[src/rtl/seg7_pkg.sv]
// Shared constants for the seven-segment digit drivers.
// Patterns are stored active-low; bit 0 is segment a, bit 6 is segment g.
package seg7_pkg;

   localparam int SEG_A = 0;
   localparam int SEG_B = 1;
   localparam int SEG_C = 2;
   localparam int SEG_D = 3;
   localparam int SEG_E = 4;
   localparam int SEG_F = 5;
   localparam int SEG_G = 6;

   localparam logic [6:0] SEG_BLANK_AL = 7'h7F;

   // Entry 15 first, entry 0 last.
   localparam logic [15:0][6:0] SEG_TABLE_AL = {
      7'h0E, 7'h06, 7'h21, 7'h46,
      7'h03, 7'h08, 7'h10, 7'h00,
      7'h78, 7'h02, 7'h12, 7'h19,
      7'h30, 7'h24, 7'h79, 7'h40
   };

endpackage

[src/rtl/seg7_lut.sv]
// Combinational nibble to active-low segment pattern lookup.
// Codes above 9 blank the digit unless HEX_MODE is set.
module seg7_lut
   import seg7_pkg::*;
#(
   parameter bit HEX_MODE = 1'b1
) (
   input  logic [3:0] nib_i,
   output logic [6:0] seg_o
);

   always_comb begin
      seg_o = SEG_BLANK_AL;
      case (nib_i) inside
         [4'h0:4'h9]: seg_o = SEG_TABLE_AL[nib_i];
         [4'hA:4'hF]: begin
            if (HEX_MODE) begin
               seg_o = SEG_TABLE_AL[nib_i];
            end
         end
         default: seg_o = SEG_BLANK_AL;
      endcase
   end

endmodule

[src/rtl/bcd_7seg.sv]
// Registered single-digit seven-segment driver with enable
// and selectable output polarity.
module bcd_7seg
   import seg7_pkg::*;
#(
   parameter bit ACTIVE_LOW = 1'b1,
   parameter bit HEX_MODE   = 1'b1
) (
   input  logic       clk,
   input  logic       rst,
   input  logic       en,
   input  logic [3:0] b,
   output logic [6:0] h
);

   localparam logic [6:0] BLANK_OUT =
      ACTIVE_LOW ? SEG_BLANK_AL : ~SEG_BLANK_AL;

   logic [6:0] seg_al;
   logic [6:0] h_d;
   // Power-up value matches the reset value.
   logic [6:0] h_q = BLANK_OUT;

   seg7_lut #(
      .HEX_MODE(HEX_MODE)
   ) u_lut (
      .nib_i(b),
      .seg_o(seg_al)
   );

   always_comb begin
      h_d = SEG_BLANK_AL;
      if (en) begin
         h_d = seg_al;
      end
      if (!ACTIVE_LOW) begin
         h_d = ~h_d;
      end
   end

   always_ff @(posedge clk) begin
      if (rst) begin
         h_q <= BLANK_OUT;
      end else begin
         h_q <= h_d;
      end
   end

   assign h = h_q;

endmodule

[config.mk]
export PLATFORM = sky130hd
export DESIGN_NAME = bcd_7seg
export DESIGN_NICKNAME = d
export VERILOG_FILES = /design/src/rtl/seg7_pkg.sv /design/src/rtl/seg7_lut.sv /design/src/rtl/bcd_7seg.sv
export SDC_FILE = /design/constraint.sdc
export NUM_CORES = 1
export LEC_CHECK = 0
export ABC_AREA = 1
export CORE_MARGIN = 2
export CORE_UTILIZATION = 35
export DETAILED_ROUTE_END_ITERATION = 7
export SLEW_MARGIN = 10
export SYNTH_ARGS = -nofsm -noshare
export SYNTH_HDL_FRONTEND = slang
export SYNTH_HIERARCHICAL = 1
export SYNTH_SLANG_ARGS = --single-unit
[constraint.sdc]
create_clock -name clk -period 1.13 [get_ports clk]
set_clock_uncertainty 0.2 [all_clocks]
set_input_delay 0.226 -clock clk [delete_from_list [all_inputs] [get_ports clk]]
set_output_delay 0.226 -clock clk [all_outputs]
set_load 0.005 [all_outputs]
* After elaboration in Yosys (flattened, before gate mapping) *
Memories as Yosys holds them, arrays and structs flattened.
Cells that the tools add are included.

cells by class
  multiplexer cells = 3
  magnitude comparators = 5
  bitwise gates (word level) = 1
  reduce and logical (&&, ||, !) cells = 3

operators with widths
  cell                                                                           number
  7-bit 2-to-1 mux                                                               3
  4-bit less-or-equal comparator (second input constant)                         2
  4-bit by 5-bit less-than comparator with 1-bit output (second input constant)  1
  4-bit by 1-bit >= comparator with 1-bit output (second input constant)         1
  4-bit >= comparator (second input constant)                                    1
  1-bit logical AND                                                              2
  2-bit OR reduction                                                             1
  1-bit inverter                                                                 1

word-level totals
  memories = 1
  bits of input ports = 7
  output and inout port bits = 7
  word-level logic and storage cells = 14
  ROM bits = 112
  register bits = 7

memories
  name              depth  bits a word  read ports  clocked after memory_dff  wr ports  line            text
  (name not given)  16     7            1           0                         0         seg7_lut.sv:15  [4'h0:4'h9]: seg_o = SEG_TABLE_AL[nib_i];

* Depth between registers and ports, before layout *
Gate-level depths: netlist of run 1.

  depth in word-level cells = 4
  depth in mapped cells = 9
  mapped depth without buffers = 9

* Hierarchy *
Netlist of run 1, hierarchy kept.

by module, submodules not included
  module    cells an instance  instances  seq. area each (µm²)  area each (µm²)
  seg7_lut  64                 1          0.0                   380.4
  bcd_7seg  22                 1          140.1                 205.2

* Worst setup path after synthesis of run 1 *
Ideal clock, no wire load.

  kind = input-to-reg
  from = input b[0]
  to = register h_q[0], in the netlist h[0]
  library setup time = 62 ps
  stages on the path = 7
  buffers on the path = 0
  path slack = -100 ps
  required time = 868 ps
  arrival time = 968 ps
  cells stage by stage = inv_1 -> ha_1 -> nor2_1 -> nand3_4 -> nand3_1 -> inv_1 -> nand3_1

on the way
  longest elaborated chain between the ends = 4
  elaborated cells on any way between the ends = 10
  classes of those cells = order compare: 4; mux: 3; reduce/logical: 2; memory: 1

RTL lines
  what                                                                         line            text
  start, declared                                                              bcd_7seg.sv:12  input logic [3:0] b,
  memory read 16 x 7 bit, or another cell as far along                         -
  7-bit 2-to-1 mux (implied by the code) or 1-bit logical AND (tied branches)  -
  7-bit 2-to-1 mux                                                             seg7_lut.sv:14  case (nib_i) inside
  7-bit 2-to-1 mux (*)                                                         seg7_lut.sv:14
  named net seg_al[0]                                                          bcd_7seg.sv:19  logic [6:0] seg_al;
  end signal, assigned                                                         bcd_7seg.sv:43  h_q <= BLANK_OUT;
  end signal, assigned                                                         bcd_7seg.sv:45  h_q <= h_d;
  end, declared                                                                bcd_7seg.sv:22  logic [6:0] h_q = BLANK_OUT;

The timed path passes the listed nets; every way through them passes the cells marked *. The select of a mux whose other input is x is not followed.
A chain may end at the register's enable or synchronous reset.

* Final worst setup path of run 1 *
  from = register h_q[4], in the netlist h[4]
  to = output h[4]

RTL lines
  what           line            text
  end, declared  bcd_7seg.sv:13  output logic [6:0] h

No word-level cell between the ends.

==> results of run 1 <==
==> through the flow <==
step | cell area, µm² | setup TNS (ps) | hold WS (ps)
floorplan | 613.1 | 0 | 111.1
global placement | 790.8 | -5407 | 694.1
detailed placement | 790.8 | -5767 | 695.8
CTS | 854.6 | -10.58 | 312.7
global route | 840.8 | 0 | 263.2
finish | 840.8 | 0 | 231.6
==> power by group <==
| part | switching [mW] | internal (mW) | leakage (nW) | total [mW] |
|---|---|---|---|---|
| Sequential | 0.00244 | 0.263 | 0.0580 | 0.265 |
| Combinational | 0.122 | 0.118 | 0.366 | 0.240 |
| Clock | 0.0756 | 0.134 | 0.0150 | 0.209 |
| Total | 0.200 | 0.514 | 0.439 | 0.715 |
==> cells by family (layout without fill, tap and decap cells) <==
group	Yosys count	count (layout)	share of synthesized area (%)
and+or+nand+nor	48	48	41.46
buffers and inverters	22	42	17.95
adders and majority gates	7	7	14.96
DFF	7	7	23.93
AOI/OAI and AO/OA	2	2	1.709
==> worst max-delay path by stage <==
stage	startpoint	end	cells past startpoint
floorplan	b[1]	h[3]$_SDFF_PP1_	9
global placement	b[1]	h[3]$_SDFF_PP1_	10
detailed placement	b[1]	h[5]$_SDFF_PP1_	8
CTS	b[0]	h[3]$_SDFF_PP1_	11
global route	b[1]	h[5]$_SDFF_PP1_	8
finish	h[4]$_SDFF_PP1_	h[4]	1
==> what timing repair did <==
| action | in CTS | in global routing |
|---|---|---|
| buffers inserted | 0 | 0 |
| gates cloned | 1 | 0 |
| pin swaps | 5 | 1 |
| gates resized for setup | 52 | 6 |
| setup endpoints to repair | 14 | 7 |
==> tightest hold or removal path: stages <==
cell	delay, ps
buf_8	110
nand2_1	60
nand2_1	50
nand2_1	40
nand3_1	50
inv_1	30
nand3_1	70
==> per-layer routing <==
layer  vias to the layer above  routed length, µm  track usage, %  part of all wire (%)
met3                         0                 58           1.200                   5.2
li1                        299                  -               -                     -
met1                       221                483           12.96                    43
met2                        16                575           23.19                    51
met5                         -                  0               0                     0
met4                         0                  0           5.294                     0
==> cell type report <==
type / instances / area, µm²
fill: 162 / 700.7
multi-input combinational: 57 / 385.4
timing repair buffer: 18 / 173.9
sequential: 7 / 140.1
inverter: 20 / 95.09
clock buffer: 4 / 26.28
tap: 16 / 20.02
==> layout by cell type, fill, tap and decap left out <==
| cell type | n |
|---|---|
| inv_1 | 15 |
| ha_1 | 4 |
| buf_12 | 1 |
| clkbuf_1 | 1 |
| nor2_8 | 1 |
| nand3_2 | 1 |
| nand3_1 | 17 |
| inv_6 | 2 |
| nor2_1 | 1 |
| ha_4 | 2 |
| inv_2 | 1 |
| buf_4 | 2 |
| buf_6 | 1 |
| inv_8 | 1 |
| nand3_4 | 1 |
| clkbuf_4 | 3 |
| dfxtp_1 | 7 |
| inv_4 | 1 |
| clkdlybuf4s50_1 | 2 |
| o21ai_1 | 2 |
| nand2_1 | 24 |
| ha_2 | 1 |
| buf_8 | 2 |
| nor2_4 | 3 |
| bufbuf_16 | 1 |
| buf_2 | 7 |
| clkbuf_2 | 2 |
==> results.cfg, run 1 <==
[synth]
synth-main-ff-cell = dfxtp_1
postSynthAreaPerCell_um2 = 6.809
ys_top_cells_by_area = dfxtp_1, nand3_1, nand2_1
yosysTopAreaCellShare_pct = 23.93
async_reset_ff_share_pct = 0
yosysMostFrequentCell = nand2_1
synthDistinctLibCells = 15
yosys.area.top_type = dfxtp_1
synth_area_um2 = 585.6
ys_seq_area_share_pct = 23.93
synth_common_cells = nand2_1, nand3_1, inv_1
ys_seq_elements = 7
syn_nets = 100
synth_edf_count = 0
synthCells = 86
yosys_warnings = 6

[final_layout]
fin_util_pct = 54.55
fin_cells = 122
finalNetCount = 121
largest_reg_flops = 7
layout-drive-gt1-share_pct = 31.13
syn_to_final_growth_pct = 43.59
antenna_cells = 0

[sta]
worst_pin_slew_ps = 230.4
setup_viol = 0
fin_crit_sh_pct = 94.49
fmax_mhz = 936.6
layout_setup_ws_ps = 62.32
maxSlewViolCount = 0
layout_min_cycle_time_ps = 1068
maxSlewHeadroom_pct = 84.59
hold_viol_final = 0
rsz0062_at_grt = no

[floorplanning]
die_height_um = 44.90
die-area_um2 = 2016
io_pins = 14
die_w_um = 44.90
row_count = 14
coreArea_um2 = 1541
start_util_pct = 37.99

[run]
drv_cap = 0

[min_path]
hp-start = b[0]
holdCritPathClass = in -> reg
hold_path_end = h[4]$_SDFF_PP1_
holdPathStages = 7

[routing]
wl_um = 1117
wire_per_inst_um = 9.156
ant_nets = 0
vias = 536
dr.pass1.iters = 4
drc = 0
drt_iter0_drc = 6
via_per_inst = 4.393

[clock_network]
cts-root-buf = clkbuf_4
cts_tree = built
path_clk_slew_ps = 50
cts_buffers = 3
htree_levels = 1
cts_hold_buf = 0
cts_sinks = 7
clk_path_buf_depth = 2

[worst_setup_path]
critPathTopFamily = flip-flops
path_class = reg -> out
crit_buf_inv = 1
required_ps = 700
arrival_ps = 640
endpoint_kind = primary output
crit_slowest_cell = dfxtp_1
worstPathCellList = buf_2
critPathLaunchType = register
path_max_fanout = 1
max_stage_delay_ps = 290

[pwr]
finalPower_mw = 0.7146
power.leakage_nw = 0.4390
powerDensity_nw_per_um2 = 849.9
irDropWorstVdd_mv = 0.2769

[global_routing]
grt_pass1_vias = 453
antenna_found_initial = 0
grt_max_degree = 8
grt_pass1_wl_um = 1821
grt_usage_pct = 11.99
gr-total-overflow = 0

[outcome]
outcome = finished clean

[place]
dp_slack_ps = -770.8
dp_hpwl_um = 877.6
dp.cells = 118
gp_congestion = 0.8316
numPortBuffers = 13
(Power assumes the default switching activity.)
==> inputs of run 2 (changes only) <==
CORE_MARGIN = not set   (was 2)
==> run 2 against run 1 <==
  * Die area fell by 8.7%
  * Non-clock buffer count up 3
  * Critical endpoint unchanged
  * Sequential power about the same
  * Critical path depth unchanged
  * Design area up 7.4%
  * Highest routed layer is now met4
  * Utilization grew 4.1 points
  * Largest cell class unchanged
  * Total power rose by 4.2%
  * Via count grew 10%
  * Wire length is 14% higher
==> results.cfg, run 2 (synthesized netlist as in run 1, its figures left out) <==
[outcome]
outcome = finished clean

[final_layout]
largest_reg_flops = 7
layout_commonest_cell = nand2_1
mostFrequentLayoutCells = nand2_1, nand3_1, inv_1
regArea_um2 = 140.1
multi_input_area_um2 = 417.9
finalNetCount = 124
fin_area_um2 = 903.4
layout-drive-gt1-share_pct = 40.37
syn_to_final_growth_pct = 54.27
fin_cells = 125
antenna_cells = 0
num-fill-cells = 140

[global_routing]
grt_max_degree = 8
grt_pass1_vias = 580
antenna_found_initial = 0
grt_usage_pct = 16.08
gr-total-overflow = 0
grt_pass1_wl_um = 2270

[sta]
setup_viol = 0
layout_min_cycle_time_ps = 1071
rsz0062_at_grt = no
maxSlewHeadroom_pct = 84.79
fin_crit_sh_pct = 94.75
maxSlewViolCount = 0
worst_pin_slew_ps = 227.4
hold_viol_final = 0
whs_ps = 274.3
fmax_mhz = 934.0
tns_ps = 0

[floorplanning]
start_util_pct = 37.99
row_count = 14
die_w_um = 42.90
coreArea_um2 = 1541
io_pins = 14
die_height_um = 42.90
die-area_um2 = 1840

[worst_setup_path]
arrival_ps = 640
required_ps = 700
max_stage_delay_ps = 290
path_class = reg -> out
crit_buf_inv = 1
path_max_fanout = 1
crit_slowest_cell = dfxtp_1
cp-endpoint = h[4]
critPathTopFamily = flip-flops
path_depth = 1
endpoint_kind = primary output
worstPathCellList = buf_2
startpoint = h[4]$_SDFF_PP1_
critPathLaunchType = register

[clock_network]
cts_tree = built
clk_path_buf_depth = 2
path_clk_slew_ps = 50
cts_sinks = 7
htree_levels = 1
cts_buffers = 3
cts-root-buf = clkbuf_4

[pwr]
irDropWorstVdd_mv = 0.3909
powerDensity_nw_per_um2 = 823.9
power.leakage_nw = 0.4526
finalPower_mw = 0.7443

[routing]
wl_um = 1276
dr.pass1.iters = 4
via_per_inst = 4.736
drt_iter0_drc = 13
ant_nets = 0
wire_per_inst_um = 10.21
vias = 592
drc = 0

[min_path]
holdCritPathClass = in -> reg
hp-start = b[0]
holdPathStages = 7

[place]
dpl_cell_area_um2 = 790.8
gp_congestion = 0.8398
numPortBuffers = 13
dp_hpwl_um = 884.2
dp.cells = 118

[run]
drv_cap = 0
-- run 2: final cells by class --
| class | count | share of cell area [%] |
|---|---|---|
| Clock buffer | 4 | 2.909 |
| Inverter | 20 | 10.53 |
| Multi-Input combinational cell | 57 | 46.26 |
| Sequential cell | 7 | 15.51 |
| Tap cell | 16 | 2.216 |
| Timing Repair Buffer | 21 | 22.58 |
-- run 2: worst min path at each step --
stage and endpoint:
6_report h[1]$_SDFF_PP1_, 5_1_grt h[1]$_SDFF_PP1_, 4_1_cts h[1]$_SDFF_PP1_, 3_5_place_dp h[3]$_SDFF_PP1_
3_3_place_gp h[3]$_SDFF_PP1_, 2_1_floorplan h[3]$_SDFF_PP1_
-- run 2: metrics by stage --
stage	setup slack [ps]	util (%)
floorplan	2.906	-
global placement	-722.3	51.30
detailed placement	-741.4	51.30
CTS	4.044	58.20
global route	3.511	58.60
finish	59.28	58.60
-- run 2: worst min-delay path, delay by kind of cell --
family | cells | cell delay, ps
buf+inv | 3 | 200
simple gates | 4 | 250
-- run 2: routing by layer --
| metal | share of wire [%] | routed length [µm] | up-vias | global-route usage [%] |
|---|---|---|---|---|
| li1 | - | - | 306 | - |
| met1 | 40 | 508 | 266 | 16.20 |
| met2 | 53 | 672 | 16 | 30.00 |
| met3 | 4.5 | 57 | 4 | 1.702 |
| met4 | 2.9 | 37 | 0 | 11.25 |
| met5 | 0 | 0 | - | 0 |
-- run 2: power by group --
| part | internal, mW | switching (mW) | leakage [nW] | total [mW] |
|---|---|---|---|---|
| Sequential | 0.263 | 0.00267 | 0.0580 | 0.265 |
| Clock | 0.134 | 0.0785 | 0.0150 | 0.212 |
| Combinational | 0.132 | 0.135 | 0.380 | 0.267 |
| Total | 0.528 | 0.216 | 0.453 | 0.744 |
-- run 2: timing repair --
item | 4_1_cts | 5_1_grt
setup endpoints to repair | 14 | 7
gates resized for setup | 56 | 10
cloned | 1 | 0
hold buffers | 0 | 0
pin swaps | 9 | 3
setup buffers | 3 | 0
